## config.mk

```make
export PLATFORM = sky130hd
export DESIGN_NAME = pll_reset_sequencer
export DESIGN_NICKNAME = d
export VERILOG_FILES = /design/src/rtl/pll_seq_pkg.sv /design/src/rtl/sync_2ff.sv /design/src/rtl/pll_reset_sequencer.sv
export SDC_FILE = /design/constraint.sdc
export NUM_CORES = 1
export LEC_CHECK = 0
export CAP_MARGIN = 20
export CORE_ASPECT_RATIO = 0.5
export CORE_MARGIN = 2
export CORE_UTILIZATION = 35
export CTS_BUF_LIST = sky130_fd_sc_hd__clkbuf_4 sky130_fd_sc_hd__clkbuf_8
export DETAILED_ROUTE_END_ITERATION = 8
export PLACE_DENSITY = 0.62
export SYNTH_ARGS = -nofsm -noshare
export SYNTH_HDL_FRONTEND = slang
export SYNTH_HIERARCHICAL = 1
export SYNTH_SLANG_ARGS = --single-unit
```

## constraint.sdc

```tcl
create_clock -name clk -period 3.4 [get_ports clk]
set_clock_uncertainty 0.15 [all_clocks]
set_input_delay 0.34 -clock clk [delete_from_list [all_inputs] [get_ports clk]]
set_output_delay 0.34 -clock clk [all_outputs]
set_load 0.01 [all_outputs]
```

## src/rtl/pll_seq_pkg.sv

```systemverilog
// Shared definitions for the PLL reset sequencer: state encoding, default timing
// constants and a small helper for sizing the shared cycle counter.
package pll_seq_pkg;

  // Encoding is visible on the state output, so values are pinned explicitly.
  typedef enum logic [2:0] {
    StRstPll   = 3'd0,
    StWaitLock = 3'd1,
    StStable   = 3'd2,
    StRun      = 3'd3,
    StFault    = 3'd4
  } pll_seq_state_e;

  // Defaults assume a 27 MHz crystal clock.
  localparam int unsigned DefRstCycles   = 27;     // 1 us PLL reset pulse
  localparam int unsigned DefLockTimeout = 27000;  // 1 ms per lock attempt
  localparam int unsigned DefLockStable  = 270;    // 10 us of steady lock
  localparam int unsigned DefMaxRetries  = 3;

  function automatic int unsigned max3(input int unsigned a, input int unsigned b,
                                       input int unsigned c);
    int unsigned m;
    m = a;
    if (b > m) m = b;
    if (c > m) m = c;
    return m;
  endfunction

endpackage

```

## src/rtl/sync_2ff.sv

```systemverilog
// Two-flop synchronizer for a single asynchronous bit; both flops reset to 0.
module sync_2ff (
  input  logic clk,
  input  logic rst_n,
  input  logic d_i,
  output logic q_o
);

  logic meta_q;
  logic sync_q;

  // Capture the async input, then resolve metastability in the second stage.
  always_ff @(posedge clk or negedge rst_n) begin
    if (!rst_n) begin
      meta_q <= 1'b0;
      sync_q <= 1'b0;
    end else begin
      meta_q <= d_i;
      sync_q <= meta_q;
    end
  end

  assign q_o = sync_q;

endmodule

```

## src/rtl/pll_reset_sequencer.sv

```systemverilog
// PLL reset sequencer: pulses PLL RESET, waits for lock, demands a stable lock
// window, then releases the PLL-domain reset. Retries a bounded number of times
// before parking in FAULT until restart or rst_n.
// Optional build macro PLL_SEQ_LOSS_CNT_EN adds a saturating count of lock losses
// seen while running (loss_cnt output).
module pll_reset_sequencer
  import pll_seq_pkg::*;
#(
  parameter int unsigned RST_CYCLES   = DefRstCycles,
  parameter int unsigned LOCK_TIMEOUT = DefLockTimeout,
  parameter int unsigned LOCK_STABLE  = DefLockStable,
  parameter int unsigned MAX_RETRIES  = DefMaxRetries
) (
  input  logic       clk,
  input  logic       rst_n,
  input  logic       pll_lock,
  input  logic       restart,
  output logic       pll_reset,
  output logic       sys_rst_n,
  output logic       ready,
  output logic       fault,
  output logic [2:0] state,
  output logic [3:0] retry_cnt
`ifdef PLL_SEQ_LOSS_CNT_EN
  ,
  output logic [7:0] loss_cnt
`endif
);

  // One counter serves every timed state; the extra bit keeps it from wrapping.
  localparam int unsigned CntMax = max3(RST_CYCLES, LOCK_TIMEOUT, LOCK_STABLE);
  localparam int unsigned CntW   = $clog2(CntMax) + 1;

  localparam logic [CntW-1:0] RstLast  = CntW'(RST_CYCLES - 1);
  localparam logic [CntW-1:0] ToLast   = CntW'(LOCK_TIMEOUT - 1);
  localparam logic [CntW-1:0] StbLast  = CntW'(LOCK_STABLE - 1);
  localparam logic [3:0]      MaxRetry = 4'(MAX_RETRIES);

  logic lock_s;

  sync_2ff u_lock_sync (
    .clk   (clk),
    .rst_n (rst_n),
    .d_i   (pll_lock),
    .q_o   (lock_s)
  );

  pll_seq_state_e state_q, state_d;
  logic [CntW-1:0] cnt_q, cnt_d;
  logic [3:0]      retry_q, retry_d;
  logic            pll_reset_q, pll_reset_d;
  logic            sys_rst_n_q, sys_rst_n_d;
  logic            ready_q, ready_d;
  logic            fault_q, fault_d;
  logic            fail;

  // Next-state, counter, retry bookkeeping and output decode from the next state,
  // so registered outputs change on the same edge as the state.
  always_comb begin
    state_d = state_q;
    cnt_d   = cnt_q;
    retry_d = retry_q;
    fail    = 1'b0;

    if (restart) begin
      // Also covers restart while already in RST_PLL: the pulse count starts over.
      state_d = StRstPll;
      cnt_d   = '0;
      retry_d = '0;
    end else begin
      unique case (state_q)
        StRstPll: begin
          if (cnt_q == RstLast) begin
            state_d = StWaitLock;
            cnt_d   = '0;
          end else begin
            cnt_d = cnt_q + 1'b1;
          end
        end
        StWaitLock: begin
          if (lock_s) begin
            state_d = StStable;
            cnt_d   = '0;
          end else if (cnt_q == ToLast) begin
            fail = 1'b1;
          end else begin
            cnt_d = cnt_q + 1'b1;
          end
        end
        StStable: begin
          if (!lock_s) begin
            fail = 1'b1;
          end else if (cnt_q == StbLast) begin
            state_d = StRun;
            cnt_d   = '0;
            retry_d = '0;
          end else begin
            cnt_d = cnt_q + 1'b1;
          end
        end
        StRun: begin
          // Loss of lock while running is not a failed attempt.
          if (!lock_s) begin
            state_d = StRstPll;
            cnt_d   = '0;
          end
        end
        StFault: begin
          state_d = StFault;
        end
        default: begin
          state_d = StRstPll;
          cnt_d   = '0;
        end
      endcase

      if (fail) begin
        retry_d = retry_q + 4'd1;
        cnt_d   = '0;
        state_d = (retry_d == MaxRetry) ? StFault : StRstPll;
      end
    end

    pll_reset_d = (state_d == StRstPll) || (state_d == StFault);
    sys_rst_n_d = (state_d == StRun);
    ready_d     = (state_d == StRun);
    fault_d     = (state_d == StFault);
  end

  // State, counter and registered outputs.
  always_ff @(posedge clk or negedge rst_n) begin
    if (!rst_n) begin
      state_q     <= StRstPll;
      cnt_q       <= '0;
      retry_q     <= '0;
      pll_reset_q <= 1'b1;
      sys_rst_n_q <= 1'b0;
      ready_q     <= 1'b0;
      fault_q     <= 1'b0;
    end else begin
      state_q     <= state_d;
      cnt_q       <= cnt_d;
      retry_q     <= retry_d;
      pll_reset_q <= pll_reset_d;
      sys_rst_n_q <= sys_rst_n_d;
      ready_q     <= ready_d;
      fault_q     <= fault_d;
    end
  end

  assign state     = state_q;
  assign retry_cnt = retry_q;
  assign pll_reset = pll_reset_q;
  assign sys_rst_n = sys_rst_n_q;
  assign ready     = ready_q;
  assign fault     = fault_q;

`ifdef PLL_SEQ_LOSS_CNT_EN
  logic       lock_lost;
  logic [7:0] loss_q;

  assign lock_lost = (state_q == StRun) && !lock_s && !restart;

  // Saturating count of RUN-to-RST_PLL lock losses.
  always_ff @(posedge clk or negedge rst_n) begin
    if (!rst_n) begin
      loss_q <= 8'd0;
    end else if (restart) begin
      loss_q <= 8'd0;
    end else if (lock_lost && (loss_q != 8'hFF)) begin
      loss_q <= loss_q + 8'd1;
    end
  end

  assign loss_cnt = loss_q;
`else
  // Loss counter not built.
`endif

endmodule
```

# Yosys cells after proc, flatten, opt, wreduce, memory -nomap -nowiden
# Index checks and enable logic that the tools add are counted.
# totals
inputBits,4
ff_bits,28
out_inout_bits,11
# classes
addsub,2
n_reduce_logical,8
muxes,28
n_eq_ne,14
# op_table
operator,count
16-bit 2-to-1 mux,8
16-bit one-hot mux with 5 select lines,1
3-bit 2-to-1 mux,8
4-bit 2-to-1 mux,5
16-bit by 1-bit adder with 16-bit output (second input constant),1
16-bit by 15-bit == test with 1-bit output (second input constant),1
16-bit by 5-bit == test with 1-bit output (second input constant),1
16-bit by 9-bit == test with 1-bit output (second input constant),1
3-bit one-hot mux with 5 select lines,1
3-bit by 2-bit == test with 1-bit output (second input constant),3
3-bit nonzero test,3
3-bit == test (second input constant),2
3-bit zero test,2
5-bit by 4-bit inequality test with 1-bit output (second input constant),1
4-bit by 1-bit adder with 4-bit output (second input constant),1
4-bit by 2-bit == test with 1-bit output (second input constant),1
1-bit 2-to-1 mux,4
4-bit by 3-bit inequality test with 1-bit output (second input constant),1
4-bit inequality test (second input constant),1
4-bit AND reduction,1
3-bit by 1-bit == test with 1-bit output (second input constant),1
3-bit inequality test (second input constant),1
3-bit AND reduction,1
1-bit one-hot mux with 2 select lines,1
1-bit logical OR,1

# Logic depth before layout (Yosys ltp)
# Gate-level depths: netlist (run 1).
# logic_depth
word_depth,9
mapped_depth,10
depth_no_buf,8

# By module
# Netlist (run 1), hierarchy kept.
# by_module_without_submodules
mod,area_each_um2,n_inst,cells_per_inst,seq_area_each_um2
pll_reset_sequencer,1595.3,1,181,651.9
sync_2ff,50.0,1,2,50.0

# Least setup slack after synthesis (run 1)
# OpenSTA, ideal clock, no wires.
# synth_path
path_type,register -> register
start,register state_q[2] (netlist: state[2])
end,register retry_q[2] (netlist: retry_cnt[2])
synth_period_minus_slack_ns,2.477
t_arrival_ns,2.209
stages_incl_launch_ff,8
slack_ns,0.923
cell_sequence,dfrtp_1 -> buf_6 -> nand4bb_1 -> or4_4 -> or3_1 -> o221a_1 -> o21bai_1 -> a21o_1
# synth_between
elab_chain_len,5
word_cells_on_any_way,10
# synth_lines
element,line_no,source
from (decl),pll_reset_sequencer.sv:48,"pll_seq_state_e state_q, state_d;"
from (signal assigned),pll_reset_sequencer.sv:133,state_q <= StRstPll;
from (signal assigned),pll_reset_sequencer.sv:141,state_q <= state_d;
3-bit by 2-bit == test with 1-bit output / 3-bit by 1-bit == test with 1-bit output (equally long branches),pll_reset_sequencer.sv:71,unique case (state_q)
1-bit one-hot mux with 2 select lines,pll_reset_sequencer.sv:71,
1-bit 2-to-1 mux,pll_reset_sequencer.sv:65,if (restart) begin
3-bit nonzero test (no line) / 4-bit 2-to-1 mux (equally long branches),-,
3-bit AND reduction (no line) / 4-bit 2-to-1 mux (equally long branches),-,
to (signal assigned),pll_reset_sequencer.sv:143,retry_q <= retry_d;
to (decl),pll_reset_sequencer.sv:50,"logic [3:0] retry_q, retry_d;"
# Parallel ways exist; a longest one is shown, timed or not. The select of a mux whose other input is x is not followed.
# A chain may end at the register's enable or synchronous reset.

# Worst setup path in the final report (run 1)
# layout_path
start,register cnt_q[0]
end,register cnt_q[15]
# layout_between
elab_chain_len,7
word_cells_on_any_way,21
# layout_lines
element,line_no,source
from (decl),pll_reset_sequencer.sv:49,"logic [CntW-1:0] cnt_q, cnt_d;"
from (signal assigned),pll_reset_sequencer.sv:142,cnt_q <= cnt_d;
"parallel branches: the longest is 7 deep, another holds 16-bit by 1-bit adder with 16-bit output",-,
# Several ways; the timed one is not identified. The select of a mux whose other input is x is not followed.

==> results_dict.tcl, run 1 <==
set metrics [dict create \
    status "complete, no violations" \
    met2_usage_pct 24.2 \
    grt_use_met3_pct 3.60 \
    final-setup-viol-count 0 \
    finalCritPeriodShare_pct 84.1 \
    rsz0062_at_grt "no" \
    worstSetupPathType "flip-flop to flip-flop" \
    busiest_layer "met2" \
    finalSetupTns_ns 0 \
    synthFlopType "dfrtp_1" \
    core-area_um2 4470 \
    hold_buffers 0 \
    nNetsFinal 203 \
    drv_cap 0 \
    slew_headroom_pct 62.9 \
    async_reset_ff_share_pct 100 \
    root_buffer "clkbuf_8" \
    post-place-ws_ns 0.624 \
    synth.most_common_cell "dfrtp_1" \
    synth_top_area_cell "dfrtp_1" \
    synth_seq_cells 28 \
    avgSynthCellArea_um2 8.99 \
    gp_congestion 0.792 \
    ir_drop_mv 0.169 \
    ys_types 46 \
    route.detailed.drc 0 \
    drive_gt1_share_pct 6.74 \
    cts_inserted_buffers 3 \
    worst_ep_arrival_time_ns 2.87 \
    ant_nets 0 \
    placementRows 17 \
    powerDensity_nw_per_um2 306 \
    post_drt_wl_per_cell_um 13.8 \
    leakage_nw 0.781 \
    fmax_mhz 350 \
    clock-sinks 28 \
    grt_pass1_wl_um 6130 \
    synth_top_cells_by_count "dfrtp_1 (27), nand2_1 (23), nor2_1 (12)" \
    hold_class "flip-flop to flip-flop" \
    post_cts_resized 0 \
    worst_slack_ns 0.541 \
    dr.pass1.iters 4 \
    wirelength_um 3450 \
    synthesis.nets 192 \
    die_h_um 52.5 \
    yosysSeqAreaShare_pct 42.7 \
    die_area_um2 5300 \
    io_buffer_count 14 \
    antenna_found_initial 0 \
    worstMarginPinSlew_ns 0.552 \
    clkSlewWorstSetupHoldPaths_ns 0.09 \
    cts_buffer_depth 2 \
    routed_via_density 5.40 \
    period_needed_ns 2.86 \
    overflow 0 \
    clock_latency_ns 0.27 \
    vias 1350 \
    boundaryPins 15 \
    netlist.area_leader.share_pct 41.1 \
    cp.required_ns 3.41 \
    synth_cells 183 \
    finalHoldViolations 0 \
    grt_pass1_vias 1274 \
    cts_tree "done" \
    hpwl_um 2440 \
    worst-path-max-fanout 16 \
    endpoint_kind "flip-flop" \
    h-tree-depth 1 \
    drv_slew 0 \
    synth_area_leaders "dfrtp_1 (41%), nand2_1 (5.2%), ha_1 (3.8%)" \
    postCtsSetupBuffers 0 \
    synth_warnings 6 \
    grt_start_max_net_pins 29 \
    start_util_pct 36.8 \
    drt_iter0_drc 140 \
    use_met1_pct 20.1 \
    grt_use_total_pct 14.8 \
    diodes 0 \
    die_w_um 101 \
    netlist_area_um2 1650 \
    start_kind "flip-flop" \
    area_growth_pct 12.4 \
    synth_edf_count 0 \
]
==> per-stage QoR <==
stage	hold WS (ns)	std cells	total power [mW]	util (%)	instance area, µm²
2_1_floorplan	-0.106	183	0.369	-	1650
3_3_place_gp	0.183	246	0.384	40.3	1800
3_5_place_dp	0.212	246	0.385	40.3	1800
4_1_cts	0.234	250	0.578	41.4	1850
5_1_grt	0.243	250	0.593	41.4	1850
6_report	0.233	250	0.567	41.4	1850
==> cells in the final DEF, fill, tap and decap left out, types with 2 or more instances in the layout <==
cell type,netlist,layout
a31oi_1,4,4
o21ai_1,5,5
a31o_1,2,2
inv_1,8,8
nand2b_1,2,2
nand3_1,9,9
dfrtp_1,27,27
a22o_1,3,3
o21ai_0,9,9
and2_1,2,2
xor2_1,2,2
nand4_1,3,3
ha_1,5,5
a21o_1,6,6
nor4_1,2,2
nand2_1,23,23
nor3_1,10,10
a21oi_1,7,7
or3_1,6,6
buf_4,3,3
nor3b_1,3,3
clkbuf_8,0,3
mux2i_1,2,2
nor2_1,12,12
clkdlybuf4s50_1,0,14
==> report_power, final <==
group | internal [mW] | switching, mW | total, mW
sequential | 0.337 | 0.00632 | 0.343
combinational | 0.0128 | 0.0215 | 0.0343
clock | 0.0919 | 0.0971 | 0.189
==> logic make-up (layout without fill, tap and decap cells) <==
logic type	after synthesis	in the layout	share of synthesized area [%]
simple gates	82	82	26.6
compound gates	45	45	18.0
flops	28	28	42.7
buf+inv	19	29	6.62
fa+ha+maj	5	5	3.80
xor+xnor	2	2	1.06
mux	2	2	1.22
==> sequential cells by signal (all words and copies together), names as in the netlist <==
signal	count
cnt_q	16
ready	1
u_lock_sync/q_o	1
state	3
fault	1
pll_reset	1
retry_cnt	4
u_lock_sync/meta_q	1
==> worst paths after layout <==
kind | from | endpoint | slack [ns] | depth (start not counted)
worst max-delay path | cnt_q[0] | cnt_q[15] | 0.54 | 7
worst min-delay path | u_lock_sync/meta_q | u_lock_sync/q_o | 0.23 | 0
worst max register to register | cnt_q[0] | cnt_q[15] | 0.54 | 7
worst min register to register | u_lock_sync/meta_q | u_lock_sync/q_o | 0.23 | 0
max in group asynchronous | rst_n | pll_reset | 2.49 | 2
min in group asynchronous | rst_n | cnt_q[4] | 0.29 | 2
==> critical path, cell delays in order (launching register included) <==
cell	delay (ns)
dfrtp_1	0.44
ha_1	0.23
nand4bb_1	0.11
or4_4	0.54
nor4_2	0.32
or3_1	0.52
o21ai_0	0.18
a22o_1	0.26
==> cell type report <==
class,instances,area (µm²)
multi-input cells,136,835
well taps,57,71.3
repair buffers,17,163
inverters,8,30.0
flip-flops and latches,28,702
clock buffers,4,48.8
fillers,451,2620
==> per-layer routing <==
| metal | wire [µm] | share of wire (%) |
|---|---|---|
| met2 | 1530 | 44 |
| met5 | 0 | 0 |
| met1 | 1760 | 51 |
| met3 | 129 | 3.7 |
| met4 | 27 | 0.78 |
(Power assumes the default switching activity.)
==> run 2, diff against run 1 <==
clock period = 2.7 ns   (was 3.4 ns; I/O delays follow)
==> run 2 against run 1 <==
Against the previous run:
- utilization up 1.9 points
- routed wire length increased by 5.0%
- cell count up 3.2%
- combinational power up 53%
- critical endpoint is now fault
- via count increased by 6.3%
- sequential share of layout area decreased by 1.6 points
- critical path depth did not move
- maximum frequency grew 11%
- register-to-register slack worse by 0.43 ns
- count of clock-buffer cells in the layout unchanged
- global-route usage up 0.29 points
==> results_dict.tcl, run 2 (synthesized netlist as in run 1, its figures left out) <==
set metrics [dict create \
    status "complete, no violations" \
    fin_cells 258 \
    grt_pass1_wl_um 6180 \
    final_cell_mix "dfrtp_1 (26), nand2_1 (23), clkdlybuf4s50_1 (14)" \
    h-tree-depth 1 \
    worstSetupPathType "flip-flop to flip-flop" \
    hpwl_um 2610 \
    hold_class "flip-flop to flip-flop" \
    regMostFlops "cnt_q" \
    wirelength_um 3620 \
    endpoint_kind "flip-flop" \
    cts_tree "done" \
    cts_buffer_depth 2 \
    fmax_mhz 387 \
    cp.required_ns 2.77 \
    drv_cap 0 \
    finalHoldViolations 0 \
    die_h_um 52.5 \
    die_area_um2 5300 \
    worst_ep_arrival_time_ns 2.65 \
    vias 1435 \
    start_util_pct 36.8 \
    diodes 0 \
    routed_via_density 5.56 \
    grt_pass1_vias 1248 \
    root_buffer "clkbuf_8" \
    area_growth_pct 17.5 \
    route.detailed.drc 0 \
    placementRows 17 \
    overflow 0 \
    powerDensity_nw_per_um2 378 \
    dpl_cell_area_um2 1850 \
    worstMarginPinSlew_ns 0.637 \
    boundaryPins 15 \
    ant_nets 0 \
    leakage_nw 0.824 \
    fin_total_pwr_uw 730 \
    drv_slew 0 \
    worst-path-max-fanout 6 \
    start_kind "flip-flop" \
    io_buffer_count 14 \
    nNetsFinal 211 \
    die_w_um 101 \
    clkSlewWorstSetupHoldPaths_ns 0.10 \
    drive_gt1_share_pct 12.4 \
    slew_headroom_pct 57.4 \
    drt_iter0_drc 84 \
    ir_drop_mv 0.190 \
    period_needed_ns 2.58 \
    final_common_cell "dfrtp_1" \
    clock_latency_ns 0.28 \
    cts_inserted_buffers 3 \
    fin_area_um2 1930 \
    post_drt_wl_per_cell_um 14.0 \
    dr.pass1.iters 4 \
    antenna_found_initial 0 \
    final-setup-viol-count 0 \
    grt_use_total_pct 15.1 \
    rrSetupSlack_ns 0.12 \
    dp.cells 253 \
    largest_reg_flops 16 \
    gp_congestion 0.799 \
    core-area_um2 4470 \
    clock-sinks 28 \
    finalCritPeriodShare_pct 95.7 \
    grt_start_max_net_pins 16 \
]
## run 2: report_power, final
part           total, mW  internal [mW]  switching (mW)
combinational     0.0524         0.0207          0.0317
clock              0.247          0.116           0.131
sequential         0.430          0.425         0.00581
## run 2: path summary, 6_finish.rpt
kind,startpoint,end,depth (start not counted)
max,cnt_q[1],fault,7
min,u_lock_sync/meta_q,u_lock_sync/q_o,0
max reg2reg,cnt_q[1],fault,7
min reg2reg,u_lock_sync/meta_q,u_lock_sync/q_o,0
max in group asynchronous,rst_n,cnt_q[15],2
min in group asynchronous,rst_n,cnt_q[0],1
## run 2: metal layers
layer	vias up	track usage, %	share of wire (%)
li1	697	-	-
met1	697	21.3	50
met2	39	23.4	43
met3	2	4.13	5.8
met4	0	2.93	0.75
met5	-	0	0
## run 2: timing repair
action / 4_1_cts / 5_1_grt
setup endpoints to repair: 0 / 11
hold buffers: 0 / 0
buffers inserted: 0 / 1
resized for setup: 0 / 5
## run 2: metrics by stage
| stage | setup TNS (ns) | util [%] | setup slack (ns) | hold WS [ns] |
|---|---|---|---|---|
| after floorplan | 0 | - | 0.223 | -0.176 |
| after global routing | -0.0731 | 43.3 | -0.0213 | 0.238 |
| after global placement | 0 | 41.5 | 0.144 | 0.182 |
| after detailed placement | 0 | 41.5 | 0.116 | 0.196 |
| after CTS | 0 | 42.6 | 0.0809 | 0.219 |
| final | 0 | 43.3 | 0.115 | 0.213 |
## run 2: cell type report
| class | count | area [µm²] |
|---|---|---|
| clock buffer | 4 | 48.8 |
| fill | 443 | 2530 |
| inverter | 8 | 30.0 |
| multi-input combinational | 136 | 857 |
| sequential | 28 | 703 |
| tap | 57 | 71.3 |
| timing repair buffer | 25 | 223 |
## run 2: critical path, stage by stage (launching register included)
cell and delay (ns):
dfrtp_1 0.41, ha_2 0.22, nand4bb_1 0.10, or4_4 0.55, or3_1 0.40, a211o_4 0.38
nor3b_4 0.19, a31o_1 0.12
==> run 3, diff against run 2 <==
CORE_ASPECT_RATIO = 1.2   (was 0.5)
SETUP_SLACK_MARGIN = 0.2   (was default)
==> run 3 against run 2 <==
Against the previous run:
- sequential power is essentially flat
- utilization increased by 2.3 points
- clock power about the same
- sequential share of layout area decreased by 2.6 points
- flip-flop and latch count is the same
- critical endpoint unchanged
- highest routed layer unchanged
==> results_dict.tcl, run 3 (synthesized netlist as in run 1, its figures left out) <==
set metrics [dict create \
    min_to "u_lock_sync/q_o" \
    drive_gt1_share_pct 19.5 \
    power.internal_uw 565 \
    placementRows 27 \
    grt_pass1_wl_um 6110 \
    grt_pass1_vias 1360 \
    ff2ff_path_depth 6 \
    hold_depth 0 \
    io_buffer_count 14 \
    leakage_nw 0.901 \
    hp-start "u_lock_sync/meta_q" \
    power_frac_clock_pct 33.7 \
    final_common_cell "dfrtp_1" \
    root_buffer "clkbuf_8" \
    worst-path-buf-inv 0 \
    diodes 0 \
    die_w_um 66.6 \
    ant_nets 0 \
    die_h_um 79.1 \
    fmax_mhz 413 \
    grt_use_total_pct 15.2 \
    worst-path-max-fanout 5 \
    vias 1439 \
    finalHoldViolations 0 \
    largest_reg_flops 16 \
    post_drt_wl_per_cell_um 14.3 \
    combPwrFrac_pct 7.6 \
    power_frac_seq_pct 58.7 \
    switchingPower_uw 171 \
    core-area_um2 4560 \
    path_delay_family "simple AND/OR/NAND/NOR gates" \
    r2r-start "cnt_q[3]" \
    slew_headroom_pct 63.7 \
    die_area_um2 5270 \
    antenna_found_initial 0 \
    boundaryPins 15 \
    final-setup-viol-count 0 \
    routed_via_density 5.27 \
    cts_inserted_buffers 3 \
    cts_tree "done" \
    worstMarginPinSlew_ns 0.537 \
    final_cell_mix "dfrtp_1 (26), nand2_1 (23), buf_4 (23)" \
    worstReg2RegEnd "fault" \
    dr.pass1.iters 4 \
    clock_latency_ns 0.28 \
    worstSetupPathType "flip-flop to flip-flop" \
    drv_slew 0 \
    h-tree-depth 1 \
    hpwl_um 2580 \
    wirelength_um 3900 \
    hold_class "flip-flop to flip-flop" \
    period_needed_ns 2.42 \
    cp.required_ns 2.77 \
    regMostFlops "cnt_q" \
    start_util_pct 36.1 \
    endpoint_kind "flip-flop" \
    drt_iter0_drc 90 \
    cp_slowest_stage_delay_ns 0.56 \
    p_sw_share_pct 23.2 \
    start_kind "flip-flop" \
    worst_ep_arrival_time_ns 2.49 \
    status "complete, no violations" \
    finalCritPeriodShare_pct 89.6 \
    cts_buffer_depth 2 \
    overflow 0 \
    drv_cap 0 \
    clkSlewWorstSetupHoldPaths_ns 0.09 \
    route.detailed.drc 0 \
    rrSetupSlack_ns 0.28 \
    gp_congestion 0.759 \
    cp_cell_sequence "nand3b_1, or4_4, or3_4, a211o_4, nor3b_4, a31o_1" \
    grt_start_max_net_pins 29 \
    finalSetupTns_ns 0 \
    hold_buffers 0 \
    area_growth_pct 26.5 \
    nNetsFinal 225 \
    clock-sinks 28 \
    whs_ns 0.204 \
    powerDensity_nw_per_um2 353 \
    cp_slowest_cell "or4_4" \
    ir_drop_mv 0.206 \
    rsz0062_at_grt "no" \
]
==> run 3: cell types whose count changed in the layout (fill, tap and decap cells not counted), sizes merged <==
cell | before | now
buf | 11 | 25
==> run 3: cell type report <==
cell class	count	area (µm²)
sequential	28	703
multi-input combinational	136	891
tap	58	72.6
timing repair buffer	39	335
clock buffer	4	48.8
inverter	8	30.0
fill	440	2480
==> run 3: routing by layer <==
layer  track usage [%]  part of all wire (%)  vias to the layer above
li1                  -                     -                      721
met1              19.1                    45                      690
met2              26.2                    51                       22
met3              1.70                   1.7                        6
met4              6.12                   1.8                        0
met5                 0                     0                        -
==> run 3: worst max path at each step <==
stage / end / start / cells past startpoint / slack, ns
final: fault / cnt_q[3] / 6 / 0.28
after global routing: fault / cnt_q[3] / 6 / 0.17
after CTS: fault / cnt_q[3] / 6 / 0.24
after detailed placement: state[2] / cnt_q[0] / 7 / 0.15
after global placement: cnt_q[2] / cnt_q[0] / 8 / 0.15
after floorplan: retry_cnt[2] / state[2] / 7 / 0.22
==> run 3: power by group through the flow <==
stage | clock, mW | sequential, mW | combinational [mW]
global route | 0.274 | 0.433 | 0.0630
CTS | 0.255 | 0.429 | 0.0544
finish | 0.248 | 0.431 | 0.0559
detailed placement | 0 | 0.438 | 0.0491
global placement | 0 | 0.438 | 0.0481
floorplan | 0 | 0.436 | 0.0287
==> run 3: timing repair <==
action                                  CTS  global route
endpoints found under the setup margin    8            14
resized for setup                         3             9
hold endpoints to repair                  0             0
pin swaps                                 4             2
buffers inserted                          3             8
==> run 3: metrics by stage <==
| stage | utilization (%) | instance area, µm² | setup WS [ns] | instances | total power [mW] |
|---|---|---|---|---|---|
| finish | 45.6 | 2080 | 0.280 | 273 | 0.735 |
| global placement | 41.3 | 1880 | 0.150 | 258 | 0.486 |
| detailed placement | 41.3 | 1880 | 0.150 | 258 | 0.487 |
| CTS | 43.2 | 1970 | 0.237 | 265 | 0.739 |
| global route | 45.6 | 2080 | 0.165 | 273 | 0.770 |
| floorplan | - | 1650 | 0.223 | 183 | 0.465 |
==> RTL change (settings of run 3) <==
Register the output `retry_cnt` once more, without a reset; this adds one clock of latency there. The other outputs are not delayed to match.
--- a/src/rtl/pll_reset_sequencer.sv
+++ b/src/rtl/pll_reset_sequencer.sv
@@ -150,5 +150,7 @@
 
   assign state     = state_q;
-  assign retry_cnt = retry_q;
+  always_ff @(posedge clk) begin
+    retry_cnt <= retry_q;
+  end
   assign pll_reset = pll_reset_q;
   assign sys_rst_n = sys_rst_n_q;
Check against the original RTL: no difference found for any inputs over 10 cycles, from zero or initial values and one cycle with rst_n low; that may be too few to reach the edited logic, so the function may still have changed.
==> RTL change against run 3 <==
  * Sequential cell count increased by 4
  * Critical path depth rose by 1
  * Highest routed layer unchanged
  * Synthesized cell count decreased by 2.2%
  * Sequential power up 14%
  * Critical path type unchanged
  * Final area decreased by 2.5%
  * Worst setup slack better by 31 ps
  * Worst hold slack better by 5.0 ps
  * Power up 24%
  * Largest power group unchanged
  * First-iteration DRC count is 21% lower
  * Area after synthesis grew 3.8%
  * Wire length is 10% lower
==> RTL change: results (changes against run 3) <==
Outcome
  • Status: finished clean

Critical path
  • Start of the worst register-to-register path: cnt_q[9]
  • Worst Path Arrival: 2420 ps (-70 ps)
  • CP max-delay cell: or4_4
  • Slowest cell delay on critical path: 590 ps (+30 ps)
  • Critical path type: flip-flop to flip-flop
  • Reg2reg end: cnt_q[5]
  • CP Max Fanout: 14 (+9)
  • FF-to-FF setup slack: 310 ps (+30 ps)
  • Reg2reg path depth: 7 (+1)

Final layout
  • Multi-input combinational area share: 42.69% (-0.12 points)
  • # fillers: 452 (+2.7%)
  • Multi-input comb cells: 131 (-3.7%)
  • Final Non-Filler Cells: 258 (-5.5%)
  • Nonclk buf count: 19 (-51%)
  • Synth-to-Final Area Change: 18.75%
  • Inverter count: 10 (+2)
  • NonClk Buf Share: 8.945% (-7.2 points)
  • Nets: 208 (-7.6%)
  • Register area: 782.0 um^2 (+11%)
  • Clock buffers: 7 (+3)
  • Diodes inserted: 0 (unchanged)
  • Layout cells sized above 1: 12.50% (-7.0 points)
  • Clock network share of area: 4.380% (+2.0 points)

Clocking
  • Total CTS buffers: 5 (+2)
  • Postcts setup bufs: 0 (-3)
  • Reg clk slew, reported paths: 70 ps (-20 ps)
  • H-tree depth: 2 (+1)
  • Max Root-Sink Buffers: 2 (unchanged)
  • Cts hold-fix bufs: 0 (unchanged)
  • Clock root cell: clkbuf_8
  • Post-cts gate resize count: 0 (-3)

Synth
  • Post-synth cell types: 45 (-2.2%)
  • Sequential area share after synthesis: 45.79% (+3.1 points)
  • FFs w/ async S/R, synth: 87.50% (-13 points)
  • Syn Nets: 188 (-2.1%)
  • Syn avg cell area: 9.541 um^2 (+6.1%)
  • Most frequent cells after synthesis: 27 x dfrtp_1, 21 x nand2_1, 17 x nand3_1
  • Top cells by area, synth: dfrtp_1 40%, nand3_1 5.0%, dfxtp_1 4.7%
  • FF+latch count, synth: 32 (+14%)

Timing
  • Relative slew slack: 69.00% (+5.3 points)
  • Hold WS: 208.9 ps (+5.003 ps)

Die
  • Core Region: 4628 um^2 (+1.5%)

Place
  • IO buf count: 14 (unchanged)
  • Placed cell areas: 1917 um^2 (+1.7%)
  • Placed Instances: 250 (-3.1%)
  • Placer Congestion: 0.7344 (-3.3%)
  • Placement-stage worst setup slack: 255.6 ps (+105.3 ps)
  • DP HPWL: 2462 um (-4.4%)

Global route
  • Overall Global Routing Usage: 14.90% (-0.30 points)
  • Vias in the first global route: 1312 (-3.5%)
  • First-pass GRT wire length: 6051 um (-1.0%)

Min path
  • Worst hold path class: input port to asynchronous set/reset pin

Pwr
  • Leakage power: 0.0007923 uW (-12%)
  • Max VDD drop: 0.0002052 V (-0.34%)

Detailed routing
  • Via/cell ratio: 5.298 (+0.52%)
  • Final WL: 3502 um (-10%)
  • Iter 0 DRT Violations: 71 (-21%)
-- RTL change: routing by layer --
layer,GRT usage [%],vias up,wire (um)
met5,0,-,0
met1,18.39,648,1629
li1,-,686,-
met3,4.202,7,153
met2,23.63,26,1647
met4,7.000,0,70
-- RTL change: worst max path at each step --
stage | cells after the start | slack, ps | end
after global routing | 6 | 200 | cnt_q[15]
after detailed placement | 7 | 260 | cnt_q[5]
after CTS | 7 | 240 | cnt_q[5]
after global placement | 7 | 280 | cnt_q[5]
final | 7 | 310 | cnt_q[5]
after floorplan | 7 | 360 | cnt_q[15]
-- RTL change: logic make-up (layout without fill, tap and decap cells) --
group           after synthesis  in the layout  synth area share, %
buf+inv                      16             37                4.616
fa+ha+maj                     5              5                3.663
flops                        32             32                45.79
simple gates                 80             80                26.30
xor+xnor                      4              4                2.052
compound gates               42             42                17.58
-- RTL change: where the power goes --
group / internal [uW] / switching, uW / total [uW]
Sequential: 484 / 7.61 / 491
Clock: 201 / 175 / 376
Combinational: 20.1 / 27.1 / 47.2
